File: config.mk
export PLATFORM = sky130hd
export DESIGN_NAME = dat_mem_arb
export DESIGN_NICKNAME = d
export VERILOG_FILES = /design/src/rtl/dat_mem_arb.sv
export SDC_FILE = /design/constraint.sdc
export NUM_CORES = 1
export LEC_CHECK = 0
export BUFFER_PORTS_ARGS = -buffer_cell sky130_fd_sc_hd__buf_2
export CORE_MARGIN = 8
export CORE_UTILIZATION = 40
export CTS_CLUSTER_DIAMETER = 30
export DETAILED_ROUTE_END_ITERATION = 10
export PLACE_DENSITY = 0.74
export SYNTH_ARGS = -nofsm -noshare
export SYNTH_HDL_FRONTEND = slang
export SYNTH_SLANG_ARGS = --single-unit
export TNS_END_PERCENT = 10
File: constraint.sdc
create_clock -name clk -period 3.17 [get_ports clk]
set_input_delay 0.4755 -clock clk [delete_from_list [all_inputs] [get_ports clk]]
set_output_delay 0.4755 -clock clk [all_outputs]
set_load 0.05 [all_outputs]
File: src/rtl/dat_mem_arb.sv
// Round-robin arbiter giving two requesters one access per cycle to a single-port memory, with bounded lock ownership.
// Grant is combinational (same cycle); read data is registered, one cycle after grant. A losing requester holds its inputs until granted.
module dat_mem_arb #(
  parameter int AW       = 8,
  parameter int DW       = 8,
  parameter int LOCK_MAX = 4
) (
  input  logic          clk,
  input  logic          reset,
  input  logic          r0_req,
  input  logic          r0_we,
  input  logic [AW-1:0] r0_addr,
  input  logic [DW-1:0] r0_wdat,
  input  logic          r0_lock,
  output logic          r0_gnt,
  output logic          r0_rvld,
  output logic [DW-1:0] r0_rdat,
  input  logic          r1_req,
  input  logic          r1_we,
  input  logic [AW-1:0] r1_addr,
  input  logic [DW-1:0] r1_wdat,
  input  logic          r1_lock,
  output logic          r1_gnt,
  output logic          r1_rvld,
  output logic [DW-1:0] r1_rdat,
  output logic [AW-1:0] mem_addr,
  output logic          mem_wr_en,
  output logic [DW-1:0] mem_dat_in,
  input  logic [DW-1:0] mem_dat_out
);

  localparam logic [4:0] LOCK_LIM = 5'(LOCK_MAX);

  typedef enum logic [1:0] {
    IDLE = 2'd0,
    OWN0 = 2'd1,
    OWN1 = 2'd2
  } state_t;

  state_t      state;
  state_t      state_nxt;
  logic        last;
  logic        last_nxt;
  logic [3:0]  lock_cnt;
  logic [3:0]  lock_cnt_nxt;
  logic [3:0]  base_cnt;
  logic [4:0]  cnt_inc;
  logic        gnt0;
  logic        gnt1;
  logic        sel_lock;
  logic        other_req;
  logic        rvld0_q;
  logic        rvld1_q;

  // An owner keeps the port while it requests; otherwise fall back to round-robin.
  always_comb begin : grant_logic
    gnt0 = 1'b0;
    gnt1 = 1'b0;
    if (!reset) begin
      if (state == OWN0 && r0_req) begin
        gnt0 = 1'b1;
      end else if (state == OWN1 && r1_req) begin
        gnt1 = 1'b1;
      end else if (r0_req && r1_req) begin
        gnt0 = last;
        gnt1 = !last;
      end else begin
        gnt0 = r0_req;
        gnt1 = r1_req;
      end
    end
  end

  always_comb begin : mem_mux
    mem_addr   = '0;
    mem_wr_en  = 1'b0;
    mem_dat_in = '0;
    if (gnt0) begin
      mem_addr   = r0_addr;
      mem_wr_en  = r0_we;
      mem_dat_in = r0_wdat;
    end else if (gnt1) begin
      mem_addr   = r1_addr;
      mem_wr_en  = r1_we;
      mem_dat_in = r1_wdat;
    end
  end

  // The count restarts when the grant goes to someone other than the current owner.
  always_comb begin : next_state
    state_nxt    = IDLE;
    last_nxt     = last;
    lock_cnt_nxt = 4'd0;
    sel_lock     = gnt0 ? r0_lock : r1_lock;
    other_req    = gnt0 ? r1_req : r0_req;
    base_cnt     = ((gnt0 && state == OWN0) || (gnt1 && state == OWN1)) ? lock_cnt : 4'd0;
    cnt_inc      = {1'b0, base_cnt} + 5'd1;
    if (gnt0 || gnt1) begin
      if (sel_lock && ((cnt_inc < LOCK_LIM) || !other_req)) begin
        state_nxt    = gnt0 ? OWN0 : OWN1;
        lock_cnt_nxt = cnt_inc[4] ? 4'hF : cnt_inc[3:0];
      end else begin
        last_nxt = gnt1;
      end
    end
  end

  always_ff @(posedge clk) begin
    if (reset) begin
      state    <= IDLE;
      last     <= 1'b1;
      lock_cnt <= 4'd0;
      rvld0_q  <= 1'b0;
      rvld1_q  <= 1'b0;
      r0_rdat  <= '0;
      r1_rdat  <= '0;
    end else begin
      state    <= state_nxt;
      last     <= last_nxt;
      lock_cnt <= lock_cnt_nxt;
      rvld0_q  <= gnt0 && !r0_we;
      rvld1_q  <= gnt1 && !r1_we;
      if (gnt0 && !r0_we) r0_rdat <= mem_dat_out;
      if (gnt1 && !r1_we) r1_rdat <= mem_dat_out;
    end
  end

  // A read returning while reset is asserted is discarded.
  assign r0_rvld = rvld0_q && !reset;
  assign r1_rvld = rvld1_q && !reset;
  assign r0_gnt  = gnt0;
  assign r1_gnt  = gnt1;

endmodule
==> impl_metrics.env <==
export IMPL_h_tree_depth=1
export IMPL_final_util=0.567
export IMPL_maxCapViolations=0
export IMPL_rsz0062_at_grt="false"
export IMPL_synth_cell_types=35
export IMPL_critPathKind="reg2out"
export IMPL_setup_violations=0
export IMPL_drt_iter0_markers=39
export IMPL_fp_row_count=20
export IMPL_fin_crit_ps=2810
export IMPL_yosysTopAreaCell="dfxtp_1"
export IMPL_insertion_delay_ps=330
export IMPL_die_h_um=72.4
export IMPL_gp_congestion=0.816
export IMPL_yosys_most_used_dff="dfxtp_1"
export IMPL_end_kind="primary output"
export IMPL_wl_mm=3.93
export IMPL_synth_edf_count=0
export IMPL_placed_cells=254
export IMPL_postCtsSetupBuffers=0
export IMPL_synth_top_area_share=0.394
export IMPL_layout_worst_path_cycle_share=0.885
export IMPL_regArea_um2=500
export IMPL_drv_slew=0
export IMPL_multiInputGateArea_um2=701
export IMPL_n_antenna_cell=0
export IMPL_synth_cell_area_mm2=0.00127
export IMPL_syn_instance_count=135
export IMPL_first_pass_iters=4
export IMPL_nets=263
export IMPL_grt_pass1_wl_mm=6.02
export IMPL_hold_viol=0
export IMPL_core_mm2=0.00303
export IMPL_syn_avg_cell_area_um2=9.42
export IMPL_numCtsBuffers=3
export IMPL_postRouteAntennaNets=0
export IMPL_cts_repair_resized=0
export IMPL_async_flop_share=0
export IMPL_viasPerCell=4.94
export IMPL_gr_total_overflow=0
export IMPL_hold_slack_ps=393
export IMPL_stdcell_count=258
export IMPL_ir_drop_uv=181
export IMPL_grt_use_total=0.142
export IMPL_grt_pass1_vias=1252
export IMPL_ios=85
export IMPL_place_ws_ps=750
export IMPL_port_buffers=84
export IMPL_start_kind="flip-flop"
export IMPL_fmax_ghz=0.356
export IMPL_drive_gt1_frac=0.430
export IMPL_vias=1275
export IMPL_setup_ws_ps=365
export IMPL_worst_ep_arrival_time_ps=2330
export IMPL_ys_seq_area_frac=0.394
export IMPL_grt_max_degree=26
export IMPL_cp_max_fo=19
export IMPL_initial_core_util=0.420
export IMPL_p_per_area_mw_per_mm2=410
export IMPL_yosys_warnings=0
export IMPL_finalSetupTns_ps=0
export IMPL_synth_most_common_cell="dfxtp_1"
export IMPL_syn_nets=183
export IMPL_fillers=280
export IMPL_die_w_um=72.4
export IMPL_status="finished, final reports clean"
export IMPL_relSlewSlack=0.253
export IMPL_die_area_mm2=0.00524
export IMPL_path_clk_slew_ps=140
export IMPL_ys_ff_latch=25
export IMPL_postCtsHoldBufs=0
export IMPL_clock_sinks=25
export IMPL_routedWlPerCell_um=15.2
export IMPL_synthToLayoutAreaGrowth_pct=35.1
export IMPL_min_path_type="in2reg"
export IMPL_route_detailed_drc=0
export IMPL_cts_tree="built"
export IMPL_synthTopCellsByCount="dfxtp_1 (25), a22o_1 (17), nor2_1 (11)"
export IMPL_p_leak_uw=0.000901
export IMPL_antenna_found_initial=0
export IMPL_fin_worst_skew_ps=8.13
export IMPL_synth_area_top_cells="dfxtp_1 (39%), a22o_1 (12%), mux2i_1 (7.1%)"
export IMPL_post_dp_hpwl_mm=3.16
export IMPL_cts_max_path_buffers=2
export IMPL_cp_required_ps=2690
export IMPL_worstMarginPinSlew_ps=1120
export IMPL_clock_root_buffer="clkbuf_4"
## cells in the final DEF, fill, tap and decap left out, drive strengths merged
master,n
mux2i,9
a21o,1
o22ai,1
xor2,1
nor2,11
and3,2
o2111ai,2
nor4,2
o211ai,1
nand2b,10
clkinvlp,1
o211a,1
a211o,1
buf,84
and2b,1
a21boi,2
nand3,9
nor3b,2
clkbuf,3
nand2,2
a311o,1
dfxtp,25
inv,3
a22o,17
nor2b,3
o21ai,9
nand4,1
a21oi,2
and3b,2
nand3b,3
and2,2
## registers in the layout, summed over array words and instances, names as in the netlist
signal	cells
state	2
r1_rdat	8
rvld0_q	1
r0_rdat	8
lock_cnt	4
rvld1_q	1
last	1
## path summary, 6_finish.rpt
kind / start / endpoint / slack [ps] / cells past startpoint
hold reg to reg: r1_rdat[1]$_SDFFE_PP0P_ / r1_rdat[1]$_SDFFE_PP0P_ / 480 / 2
setup / recovery: state[1]$_SDFF_PP0_ / mem_addr[7] / 360 / 5
setup reg to reg: state[1]$_SDFF_PP0_ / r0_rdat[7]$_SDFFE_PP0P_ / 1240 / 4
hold / removal: r0_lock / state[0]$_SDFF_PP0_ / 390 / 2
## worst max-delay path, cell delays in order, from the launching register on
cell	delay [ps]
dfxtp_1	480
nor2b_4	90
o211ai_4	280
and3b_1	650
a22o_1	250
buf_2	260
## metrics by stage
step | cell area, um2 | power (uW)
global placement | 1690 | 560
detailed placement | 1690 | 561
global route | 1720 | 737
floorplan | 1270 | 498
CTS | 1720 | 706
finish | 1720 | 704
## logic make-up (layout without fill, tap and decap cells)
logic type,after synthesis,count (layout),synth area share
AND/OR/NAND/NOR,50,50,0.231
AO/OA/AOI/OAI,38,38,0.242
flip-flops,25,25,0.394
buffers and inverters,12,91,0.0551
multiplexers,9,9,0.0709
XOR/XNOR,1,1,0.00689
## layout make-up
class | instances | area share
clock buffer | 3 | 0.0131
multi-input combinational | 98 | 0.408
timing repair buffer | 84 | 0.245
inverter | 3 | 0.00655
clock inverter | 1 | 0.00437
tap | 44 | 0.0320
sequential | 25 | 0.291
## metal layers
| metal | GRT usage | vias to the layer above | wire (um) |
|---|---|---|---|
| li1 | - | 650 | - |
| met1 | 0.161 | 580 | 1760 |
| met2 | 0.252 | 41 | 1900 |
| met3 | 0.0234 | 4 | 211 |
| met4 | 0.0667 | 0 | 57 |
| met5 | 0 | - | 0 |
## report_power, final
| part | switching (uW) | internal [uW] |
|---|---|---|
| clock network | 102 | 48.3 |
| registers | 8.02 | 327 |
| logic | 150 | 68.7 |
No activity file was read; power rests on OpenSTA's default activity.
